$ cat src/rtl/wb_selftest_master.sv
// Wishbone classic bus master that writes a pattern over an address window,
// reads it back, and reports pass/fail, error count and first failing address.
//
// state    | meaning
// S_IDLE   | waiting for start after reset
// S_WR     | write transfer for index idx on the bus
// S_WR_GAP | one idle bus cycle between writes
// S_RD_GAP | one idle bus cycle before each read
// S_RD     | read transfer for index idx on the bus, compared on ack
// S_DONE   | results held until the next start
module wb_selftest_master #(
    parameter int                        BUS_DATA_WIDTH = 32,
    parameter int                        BUS_ADDR_WIDTH = 8,
    parameter logic [BUS_ADDR_WIDTH-1:0] TEST_BASE_ADDR = 'h00,
    parameter logic [BUS_ADDR_WIDTH-1:0] TEST_HIGH_ADDR = 'h0F,
    parameter logic [63:0]               PATTERN_BASE   = 64'hEEEEEEEE,
    parameter int                        TIMEOUT_CYCLES = 16
) (
    input  logic                        wb_clk_i,
    input  logic                        wb_rst_i,
    input  logic                        start_i,
    input  logic                        mode_i,
    output logic                        wbm_cyc_o,
    output logic                        wbm_stb_o,
    output logic                        wbm_we_o,
    output logic [BUS_DATA_WIDTH/8-1:0] wbm_sel_o,
    output logic [BUS_ADDR_WIDTH-1:0]   wbm_adr_o,
    output logic [BUS_DATA_WIDTH-1:0]   wbm_dat_o,
    input  logic [BUS_DATA_WIDTH-1:0]   wbm_dat_i,
    input  logic                        wbm_ack_i,
    input  logic                        wbm_err_i,
    output logic                        busy_o,
    output logic                        done_o,
    output logic                        pass_o,
    output logic [15:0]                 err_count_o,
    output logic [BUS_ADDR_WIDTH-1:0]   first_fail_adr_o
);

    localparam int SW = BUS_DATA_WIDTH / 8;
    localparam int TW = $clog2(TIMEOUT_CYCLES + 1);
    localparam logic [BUS_ADDR_WIDTH-1:0] LAST_IDX = TEST_HIGH_ADDR - TEST_BASE_ADDR;
    localparam logic [TW-1:0] TMR_LOAD = TW'(TIMEOUT_CYCLES - 1);

    typedef enum logic [2:0] {
        S_IDLE,
        S_WR,
        S_WR_GAP,
        S_RD_GAP,
        S_RD,
        S_DONE
    } state_t;

    state_t                    state, state_d;
    logic [BUS_ADDR_WIDTH-1:0] idx, idx_d;
    logic                      mode_q, mode_d;
    logic [15:0]               err_cnt, err_cnt_d;
    logic [BUS_ADDR_WIDTH-1:0] ff_adr, ff_adr_d;
    logic [TW-1:0]             tmr;

    logic                      xfer, xfer_d, tc, term, fail;
    logic [BUS_ADDR_WIDTH-1:0] cur_adr;
    logic [BUS_DATA_WIDTH-1:0] exp_cur;

    logic                      cyc_q, we_q, busy_q, done_q, pass_q;
    logic [SW-1:0]             sel_q;
    logic [BUS_ADDR_WIDTH-1:0] adr_q;
    logic [BUS_DATA_WIDTH-1:0] dat_q;

    function automatic logic [BUS_DATA_WIDTH-1:0] pattern(
        input logic [BUS_ADDR_WIDTH-1:0] i,
        input logic                      inv
    );
        logic [BUS_DATA_WIDTH-1:0] p;
        p = PATTERN_BASE[BUS_DATA_WIDTH-1:0] + BUS_DATA_WIDTH'(i);
        return inv ? ~p : p;
    endfunction

    always_comb begin
        xfer    = (state == S_WR) || (state == S_RD);
        tc      = (tmr == '0);
        cur_adr = TEST_BASE_ADDR + idx;
        exp_cur = pattern(idx, mode_q);
        term    = xfer && (wbm_ack_i || wbm_err_i || tc);
        // err beats ack; a timeout only counts when no ack arrives on that edge
        fail    = xfer && (wbm_err_i || (!wbm_ack_i && tc) ||
                           ((state == S_RD) && wbm_ack_i && (wbm_dat_i != exp_cur)));
    end

    always_comb begin
        state_d   = state;
        idx_d     = idx;
        mode_d    = mode_q;
        err_cnt_d = err_cnt;
        ff_adr_d  = ff_adr;
        case (state)
            S_IDLE, S_DONE: begin
                if (start_i) begin
                    state_d   = S_WR;
                    idx_d     = '0;
                    mode_d    = mode_i;
                    err_cnt_d = '0;
                    ff_adr_d  = '0;
                end
            end
            S_WR: begin
                if (term) begin
                    if (idx == LAST_IDX) begin
                        idx_d   = '0;
                        state_d = S_RD_GAP;
                    end else begin
                        idx_d   = idx + BUS_ADDR_WIDTH'(1);
                        state_d = S_WR_GAP;
                    end
                end
            end
            S_WR_GAP: state_d = S_WR;
            S_RD_GAP: state_d = S_RD;
            S_RD: begin
                if (term) begin
                    if (idx == LAST_IDX) begin
                        state_d = S_DONE;
                    end else begin
                        idx_d   = idx + BUS_ADDR_WIDTH'(1);
                        state_d = S_RD_GAP;
                    end
                end
            end
            default: state_d = S_IDLE;
        endcase
        if (term && fail) begin
            if (err_cnt == '0) ff_adr_d = cur_adr;
            if (err_cnt != 16'hFFFF) err_cnt_d = err_cnt + 16'd1;
        end
        xfer_d = (state_d == S_WR) || (state_d == S_RD);
    end

    always_ff @(posedge wb_clk_i or posedge wb_rst_i) begin
        if (wb_rst_i) begin
            state   <= S_IDLE;
            idx     <= '0;
            mode_q  <= 1'b0;
            err_cnt <= '0;
            ff_adr  <= '0;
            tmr     <= TMR_LOAD;
            cyc_q   <= 1'b0;
            we_q    <= 1'b0;
            sel_q   <= '0;
            adr_q   <= '0;
            dat_q   <= '0;
            busy_q  <= 1'b0;
            done_q  <= 1'b0;
            pass_q  <= 1'b0;
        end else begin
            state   <= state_d;
            idx     <= idx_d;
            mode_q  <= mode_d;
            err_cnt <= err_cnt_d;
            ff_adr  <= ff_adr_d;
            // down-counter reloads whenever the strobe is low
            if (!xfer)   tmr <= TMR_LOAD;
            else if (!tc) tmr <= tmr - TW'(1);
            cyc_q   <= xfer_d;
            we_q    <= (state_d == S_WR);
            sel_q   <= {SW{xfer_d}};
            if (xfer_d) begin
                adr_q <= TEST_BASE_ADDR + idx_d;
                if (state_d == S_WR) dat_q <= pattern(idx_d, mode_d);
            end
            busy_q  <= (state_d != S_IDLE) && (state_d != S_DONE);
            done_q  <= (state_d == S_DONE);
            pass_q  <= (state_d == S_DONE) && (err_cnt_d == '0);
        end
    end

    assign wbm_cyc_o        = cyc_q;
    assign wbm_stb_o        = cyc_q;
    assign wbm_we_o         = we_q;
    assign wbm_sel_o        = sel_q;
    assign wbm_adr_o        = adr_q;
    assign wbm_dat_o        = dat_q;
    assign busy_o           = busy_q;
    assign done_o           = done_q;
    assign pass_o           = pass_q;
    assign err_count_o      = err_cnt;
    assign first_fail_adr_o = ff_adr;

endmodule
$ cat config.mk
export PLATFORM = sky130hd
export DESIGN_NAME = wb_selftest_master
export DESIGN_NICKNAME = d
export VERILOG_FILES = /design/src/rtl/wb_selftest_master.sv
export SDC_FILE = /design/constraint.sdc
export NUM_CORES = 1
export LEC_CHECK = 0
export ABC_AREA = 1
export CORE_MARGIN = 1.5
export CORE_UTILIZATION = 43
export CTS_CLUSTER_SIZE = 10
export DETAILED_ROUTE_END_ITERATION = 8
export GPL_ROUTABILITY_DRIVEN = 0
export GPL_TIMING_DRIVEN = 0
export PLACE_DENSITY_LB_ADDON = 0.2
export SLEW_MARGIN = 30
export SYNTH_ARGS = -nofsm -noshare
export SYNTH_HDL_FRONTEND = slang
export SYNTH_SLANG_ARGS = --single-unit
$ cat constraint.sdc
create_clock -name wb_clk_i -period 3.1 [get_ports wb_clk_i]
set_clock_uncertainty 0.1 [all_clocks]
set_input_delay 0.62 -clock wb_clk_i [delete_from_list [all_inputs] [get_ports wb_clk_i]]
set_output_delay 0.62 -clock wb_clk_i [all_outputs]
set_load 0.01 [all_outputs]
# Word-level counts from Yosys, hierarchy flattened
# Index checks and enable logic that the tools add are counted.
[op_classes] add_sub_neg=5 eq_ne=13 n_mux=26 bitwise=2 reduce_logical=22
[op_table] operator="$mux W8" count=9
[op_table] operator="$mux W16" count=4
[op_table] operator="$mux W32" count=2
[op_table] operator="$not A32 Y32" count=2
[op_table] operator="$add A30 B9 Y31 const A" count=2
[op_table] operator="$logic_not A16 Y1" count=2
[op_table] operator="$ne A32 B32 Y1" count=1
[op_table] operator="$pmux W8 S3" count=1
[op_table] operator="$add A16 B1 Y16 const B" count=1
[op_table] operator="$ne A16 B16 Y1 const B" count=1
[op_table] operator="$pmux W3 S5" count=1
[op_table] operator="$eq A3 B3 Y1 const B" count=4
[op_table] operator="$mux W3" count=4
[op_table] operator="$mux W5" count=2
[op_table] operator="$add A8 B1 Y8 const B" count=1
[op_table] operator="$eq A8 B4 Y1 const B" count=1
[op_table] operator="$logic_and A1 B1 Y1" count=8
[op_table] operator="$eq A3 B1 Y1 const B" count=2
[op_table] operator="$eq A3 B2 Y1 const B" count=2
[op_table] operator="$logic_or A1 B1 Y1" count=6
[op_table] operator="$logic_not A5 Y1" count=1
[op_table] operator="$sub A5 B1 Y5 const B" count=1
[op_table] operator="$logic_not A3 Y1" count=1
[op_table] operator="$mux W1" count=3
[op_table] operator="other kinds (6)" count=6
[totals] ff_bits=87 in_bits=38 out_inout_bits=74

# Depth between registers and ports, before layout
# Gate-level depths: netlist of the first run.
[logic_depth] ltp_word=11 depth_mapped=23 depth_no_buf=22

# Worst setup path before layout of the first run
# No wires, ideal clock.
[synth_path] path_type="register to register" from="register tmr[0]" to="register dat_q[7] (netlist: wbm_dat_o[7])" setup_ns=0.117 arrival_time_ns=2.277 required_ns=2.883 setup_slack_ns=0.605 stages_incl_launch_ff=20 n_path_buf=0 synth_period_minus_slack_ns=2.495 path_cell_list="dfstp_2 > inv_1 > ha_1 > nand2_1 > nor2_2 > nand2_2 > nand3_4 > nand2_4 > inv_4 > nand2_4 > a21boi_0 > o22ai_2 > inv_1 > ha_1 > nand2_1 > nand2_1 > nand2_1 > nand2_1 > nand3_1 > nand2_1"
[synth_via] elab_chain_len=8
[synth_lines] element="from (decl)" line="58" rtl="logic [TW-1:0] tmr;"
[synth_lines] element="from (signal assigned)" line="161" rtl="else if (!tc) tmr <= tmr - TW'(1);"
[synth_lines] element="$logic_not A5 Y1 (*)" line="80" rtl="tc = (tmr == '0);"
[synth_lines] element="$logic_or A1 B1 Y1 (*)" line="83" rtl="term = xfer && (wbm_ack_i || wbm_err_i || tc);"
[synth_lines] element="$logic_and A1 B1 Y1 (*)" line="83"
[synth_lines] element="$mux W8 (on tied branches)" line="119, 106"
[synth_lines] element="$pmux W8 S3 (*)" line="95" rtl="case (state)"
[synth_lines] element="via idx_d[1]" line="54" rtl="logic [BUS_ADDR_WIDTH-1:0] idx, idx_d;"
[synth_lines] element="$add A30 B9 Y31 (*)" line="74" rtl="p = PATTERN_BASE[BUS_DATA_WIDTH-1:0] + BUS_DATA_WIDTH'(i);"
[synth_lines] element="$not A32 Y32" line="75" rtl="return inv ? ~p : p;"
[synth_lines] element="$mux W32 (*)" line="75"
[synth_lines] element="to (signal assigned)" line="167" rtl="if (state_d == S_WR) dat_q <= pattern(idx_d, mode_d);"
[synth_lines] element="to (decl)" line="67" rtl="logic [BUS_DATA_WIDTH-1:0] dat_q;"
# Mark *: on every way through the listed nets, which the timed path passes. The rest lies on a longest branch.
# A chain may end at the register's enable or synchronous reset.

# Worst setup path after layout of the first run
[layout_path] from="register tmr[0]" to="register dat_q[5] (netlist: wbm_dat_o[5])"
# Same word-level chain as after synthesis.

==> flow_summary.json, run 1 <==
{
  "die_w_um": 107,
  "multi_input_area_mm2": 0.00242,
  "finalCritPeriodShare": 0.927,
  "finalPower_w": 0.00592,
  "grt_use_total": 0.224,
  "syn-num-nets": 712,
  "slowest_delay_ps": 530,
  "fin_nets": 840,
  "cp-start-kind": "flip-flop",
  "grt_first_pass_wirelength_mm": 20.7,
  "routed_via_density": 5.06,
  "setup_ws_ps": 226,
  "seq_area_mm2": 0.00163,
  "period_needed_ps": 2870,
  "power_density_mw_per_mm2": 940,
  "synth_top_flop_cell": "dfrtp_1",
  "ff2ff_path_depth": 17,
  "cts-root-buf": "clkbuf_8",
  "crit_path_end_kind": "flip-flop",
  "grt_pass1_vias": 4525,
  "drv_slew": 0,
  "drt_iter0_markers": 336,
  "core-area_mm2": 0.0105,
  "cts_buffer_depth": 2,
  "syn_to_final_growth_pct": 34.4,
  "path_class": "reg2reg",
  "initial_utilization": 0.448,
  "irDropWorstVdd_v": 0.000580,
  "yosysMostFrequentCell": "nand2_1",
  "yosys_warnings": 0,
  "worstMarginPinSlew_ps": 556,
  "ctsHoldBuffers": 0,
  "whs_ps": 383,
  "die_h_um": 107,
  "setup_viol": 0,
  "fmaxAchievable_mhz": 348,
  "cp.required_ps": 3230,
  "hp-start": "wbm_adr_o[7]",
  "clock_latency_ps": 350,
  "hold_viol": 0,
  "syn-mean-instance-area_um2": 7.04,
  "ant_nets": 0,
  "placed_cell_area_mm2": 0.00599,
  "antenna_found_initial": 0,
  "cp-startpoint": "tmr[0]",
  "cpMostUsedCell": "nand2_1",
  "gr-total-overflow": 0,
  "routed_wl_mm": 12.4,
  "synth_top_cell_by_area": "dfrtp_1",
  "syn-cell-area_mm2": 0.00469,
  "post-route-drc-count": 0,
  "fill_cells": 983,
  "synth_edf_count": 0,
  "synth_top_cells_by_count": "nand2_1, inv_1, nand3_1",
  "synthesis.instances": 666,
  "hold_class": "reg2reg",
  "wl_per_cell_um": 13.2,
  "rsz0062_at_grt": "false",
  "cts_made_buffers": 9,
  "reg2reg_from": "tmr[0]",
  "io_pins": 112,
  "die_area_mm2": 0.0115,
  "timing.max_cap.violations": 0,
  "synthTopCellsByArea": "dfrtp_1, nand2_1, nand3_1",
  "drive_gt1_frac": 0.158,
  "synth_cell_type_count": 47,
  "place.port_buffers": 111,
  "leakagePower_nw": 3.05,
  "diodes": 0,
  "vias": 4733,
  "regToRegSetupSlack_ps": 230,
  "cp_max_fo": 7,
  "synthArstFlopShare": 1.00,
  "outcome": "complete, no violations",
  "grt_max_degree": 35,
  "cts_tree": "done",
  "crit_slowest_cell": "dfstp_2",
  "worstPathArrival_ps": 3010,
  "pre_cts_ws_ps": 61.8,
  "htreeDepth": 3,
  "path_clk_slew_ps": 70,
  "dp_hpwl_mm": 9.52,
  "fin_area_mm2": 0.00630,
  "synth.top_cell.area_share": 0.326,
  "timing.rr.end": "wbm_dat_o[5]",
  "synth-seq-cells": 65,
  "clkSinkCount": 65,
  "path_cells": "inv_1 > ha_1 > nand2_1 > nor2_2 > nand2_2 > nand3_4 > nand2_4 > inv_4 > nand2_4 > a21boi_0 > o22ai_2 > inv_1 > ha_1 > nand2_1 > nand2_1 > xor2_1 > o21ai_1",
  "endpoint": "wbm_dat_o[5]",
  "setup-tns-final_ps": 0,
  "rows": 37,
  "ys_seq_area_frac": 0.348,
  "drt-pass1-iter-count": 8,
  "slew_headroom": 0.630
}
-- how the worst min path moves through the flow --
stage                     cells after the start            to  slack (ps)
final                                         2  wbm_adr_o[7]         380
after global routing                          2  wbm_adr_o[0]         410
after CTS                                     2  wbm_adr_o[7]         390
after detailed placement                      2  wbm_dat_o[6]         370
after global placement                        2  wbm_dat_o[7]         370
after floorplan                               2        tmr[0]         390
-- registers in the layout (all words and copies together) (netlist names) --
signal and count:
err_count_o 16, wbm_dat_o 11, first_fail_adr_o 8, idx 8, wbm_adr_o 8, tmr 5
state 3, busy_o 1, done_o 1, mode_q 1, pass_o 1, wbm_sel_o 1
wbm_we_o 1
-- metrics by stage --
step,util,std cells
finish,0.602,935
global route,0.602,935
CTS,0.596,930
detailed placement,0.572,914
global placement,0.570,913
floorplan,-,666
-- what timing repair did --
| action | CTS | global route |
|---|---|---|
| setup buffers | 0 | 5 |
| gates resized for setup | 0 | 6 |
| setup endpoints to repair | 0 | 9 |
| hold endpoints to repair | 0 | 0 |
-- critical path: cells and delay by family, from the launching register on --
| kind | cells | cell delay, ps |
|---|---|---|
| AND/OR/NAND/NOR | 8 | 780 |
| adder cells (fa/ha/maj) | 2 | 480 |
| flip-flops | 1 | 530 |
| AO/OA/AOI/OAI | 3 | 370 |
| XOR/XNOR | 1 | 200 |
| buffers and inverters | 3 | 270 |
-- logic make-up (layout without fill, tap and decap cells) --
logic type               Yosys count  in the layout  share of synthesized area
buffers and inverters            138            271                      0.140
XOR/XNOR                          13             13                     0.0243
flip-flops                        65             65                      0.348
AO/OA/AOI/OAI                     78             78                      0.104
adder cells (fa/ha/maj)            8              8                     0.0214
AND/OR/NAND/NOR                  364            364                      0.362
-- layout make-up --
type,count,share of cell area
multi-input cells,463,0.384
flip-flops and latches,65,0.260
repair buffers,117,0.186
inverters,101,0.0616
plain buffers,37,0.0437
well taps,136,0.0270
clock buffers,9,0.0197
clock inverters,7,0.0189
-- cell usage in the layout (no fill, tap or decap), types with 4 or more instances in the layout --
| cell type | netlist | final |
|---|---|---|
| o21ai_2 | 10 | 10 |
| buf_4 | 27 | 32 |
| nor3_1 | 10 | 10 |
| buf_2 | 4 | 4 |
| o21ai_0 | 29 | 29 |
| nor2_1 | 56 | 56 |
| nor2_2 | 5 | 5 |
| a21oi_1 | 9 | 9 |
| ha_1 | 8 | 7 |
| o21ai_1 | 14 | 14 |
| nand2_2 | 6 | 6 |
| clkbuf_8 | 0 | 9 |
| inv_2 | 18 | 19 |
| dfrtp_1 | 61 | 59 |
| nor4_1 | 6 | 6 |
| inv_1 | 81 | 78 |
| nand4_1 | 9 | 9 |
| dfstp_2 | 4 | 4 |
| buf_6 | 4 | 4 |
| xor2_1 | 8 | 7 |
| nand2_4 | 5 | 5 |
| xnor2_1 | 5 | 5 |
| nand2_1 | 185 | 185 |
| clkdlybuf4s50_1 | 0 | 111 |
| nand3_1 | 66 | 66 |
-- layer usage --
| metal | track usage | wire [µm] |
|---|---|---|
| met2 | 0.344 | 5490 |
| met5 | 0 | 0 |
| met3 | 0.0575 | 932 |
| met4 | 0.0630 | 215 |
| met1 | 0.310 | 5720 |
-- report_power, final --
part	total [W]	internal, W	switching, W
registers	0.00142	0.00113	0.000288
logic	0.00361	0.00162	0.00199
clock network	0.000887	0.000534	0.000353
total	0.00592	0.00329	0.00263
Power figures use the tool's default switching activity.
==> run 2: changes to the inputs <==
--- a/config.mk
+++ b/config.mk
@@ -6,14 +6,13 @@
 export NUM_CORES = 1
 export LEC_CHECK = 0
 export ABC_AREA = 1
-export CORE_MARGIN = 1.5
 export CORE_UTILIZATION = 43
 export CTS_CLUSTER_SIZE = 10
 export DETAILED_ROUTE_END_ITERATION = 8
 export GPL_ROUTABILITY_DRIVEN = 0
 export GPL_TIMING_DRIVEN = 0
 export PLACE_DENSITY_LB_ADDON = 0.2
-export SLEW_MARGIN = 30
+export SLEW_MARGIN = 20
 export SYNTH_ARGS = -nofsm -noshare
 export SYNTH_HDL_FRONTEND = slang
 export SYNTH_SLANG_ARGS = --single-unit
==> run 2 against run 1 <==
Net effect:
- first-iteration DRC count down 11%
- sequential cell count unchanged
- clock power up 20%
- cell count down 0.43%
- worst setup slack better by 44 ps
- sequential share of layout area about the same
- critical path type unchanged
- routed wire length up 0.80%
- combinational power about the same
- critical endpoint unchanged
- clock-buffer cell count unchanged
- hold slack better by 1.3 ps
==> flow_summary.json, run 2 (synthesis results as in run 1) <==
{
  "hp-start": "wbm_adr_o[0]",
  "gr-total-overflow": 0,
  "grt_max_degree": 34,
  "crit_path_end_kind": "flip-flop",
  "cp-startpoint": "tmr[0]",
  "path_class": "reg2reg",
  "largest_register_ffs": 16,
  "power_density_mw_per_mm2": 962,
  "critPathTopFamily": "simple AND/OR/NAND/NOR gates",
  "worstPathArrival_ps": 2970,
  "grt_use_total": 0.230,
  "cp_max_fo": 7,
  "final-instance-count-excl-fill": 931,
  "setup_viol": 0,
  "rows": 37,
  "hold_path_end": "wbm_adr_o[0]",
  "pre_cts_ws_ps": 13.5,
  "path_buf_inv": 3,
  "grt_first_pass_wirelength_mm": 20.8,
  "hold_class": "reg2reg",
  "drt_iter0_markers": 300,
  "crit_slowest_cell": "dfstp_2",
  "worstMarginPinSlew_ps": 548,
  "period_needed_ps": 2830,
  "fmaxAchievable_mhz": 353,
  "cts_made_buffers": 9,
  "dp_cells": 914,
  "timing.max_cap.violations": 0,
  "cp.required_ps": 3240,
  "cp-start-kind": "flip-flop",
  "syn_to_final_growth_pct": 34.2,
  "ff2ff_path_depth": 17,
  "place.port_buffers": 111,
  "routed_via_density": 5.01,
  "io_pins": 112,
  "clkSinkCount": 65,
  "core-area_mm2": 0.0105,
  "setup_ws_ps": 269,
  "die_h_um": 106,
  "antenna_found_initial": 0,
  "cts_buffer_depth": 2,
  "fin_area_mm2": 0.00629,
  "routed_wl_mm": 12.5,
  "finalCritPeriodShare": 0.913,
  "final_common_cell": "nand2_1",
  "post-route-drc-count": 0,
  "drive_gt1_frac": 0.151,
  "fill_cells": 967,
  "dp_hpwl_mm": 9.47,
  "path_cells": "inv_1 > ha_1 > nand2_1 > nor2_2 > nand2_2 > nand3_4 > nand2_4 > inv_4 > nand2_4 > a21boi_0 > o22ai_2 > inv_2 > ha_1 > nand2_1 > nand2_1 > xor2_1 > o21ai_1",
  "reg2reg_from": "tmr[0]",
  "irDropWorstVdd_v": 0.000604,
  "clock_latency_ps": 360,
  "whs_ps": 385,
  "ant_nets": 0,
  "fin_nets": 836,
  "die_w_um": 106,
  "regToRegSetupSlack_ps": 270,
  "cts-root-buf": "clkbuf_8",
  "drt-pass1-iter-count": 5,
  "vias": 4667,
  "drv_slew": 0,
  "htreeDepth": 3,
  "final_cell_mix": "nand2_1, clkdlybuf4s50_1, inv_1",
  "hold_viol": 0,
  "timing.rr.end": "wbm_dat_o[5]",
  "leakagePower_nw": 3.06,
  "placed_cell_area_mm2": 0.00599,
  "cpMostUsedCell": "nand2_1",
  "path_depth": 17,
  "ctsHoldBuffers": 0,
  "min_delay_path_depth": 2,
  "rsz0062_at_grt": "false",
  "die_area_mm2": 0.0113,
  "diodes": 0,
  "slew_headroom": 0.635,
  "initial_utilization": 0.448,
  "grt_pass1_vias": 4541,
  "path_clk_slew_ps": 80,
  "slowest_delay_ps": 530,
  "cts_tree": "done",
  "wl_per_cell_um": 13.4,
  "outcome": "complete, no violations"
}
## run 2: per-layer routing
layer	vias to the layer above	GRT usage	routed length, µm
li1	2356	-	-
met1	2123	0.317	5940
met2	170	0.363	5500
met3	18	0.0497	834
met4	0	0.0625	183
met5	-	0	0
## run 2: worst register-to-register path, cell delays in order, from the launching register on
cell and delay [ps]:
dfstp_2 530, inv_1 60, ha_1 230, nand2_1 100
nor2_2 60, nand2_2 130, nand3_4 140, nand2_4 130
inv_4 70, nand2_4 90, a21boi_0 110, o22ai_2 180
inv_2 100, ha_1 230, nand2_1 70, nand2_1 80
xor2_1 220, o21ai_1 80
## run 2: how the worst max path moves through the flow
stage / endpoint
floorplan: wbm_dat_o[7]
global placement: err_count_o[11]
detailed placement: pass_o
CTS: wbm_dat_o[5]
global route: pass_o
finish: wbm_dat_o[5]
## run 2: repair_timing
action / 4_1_cts / 5_1_grt
setup buffers: 0 / 1
endpoints found under the setup margin: 0 / 6
hold endpoints to repair: 0 / 0
gates resized for setup: 0 / 4
## run 2: area by class of cell
| cell class | instances | area (µm²) | share of cell area |
|---|---|---|---|
| clock buffer | 9 | 124 | 0.0197 |
| tap | 136 | 170 | 0.0271 |
| multi-input combinational | 463 | 2400 | 0.381 |
| timing repair buffer | 113 | 1140 | 0.181 |
| clock inverter | 7 | 166 | 0.0265 |
| sequential | 65 | 1630 | 0.260 |
| inverter | 101 | 384 | 0.0611 |
| buffer | 37 | 275 | 0.0438 |
## run 2: per-stage QoR
stage / setup TNS [ps] / power (W) / util
finish: 0 / 0.00605 / 0.601
floorplan: 0 / 0.00370 / -
detailed placement: 0 / 0.00496 / 0.572
CTS: 0 / 0.00604 / 0.600
global route: 0 / 0.00652 / 0.601
global placement: -23110 / 0.00489 / 0.570
## run 2: where the power goes
part	internal (W)	switching [W]	total, W
clock	0.000698	0.000364	0.00106
sequential	0.00113	0.000285	0.00141
combinational	0.00159	0.00198	0.00358
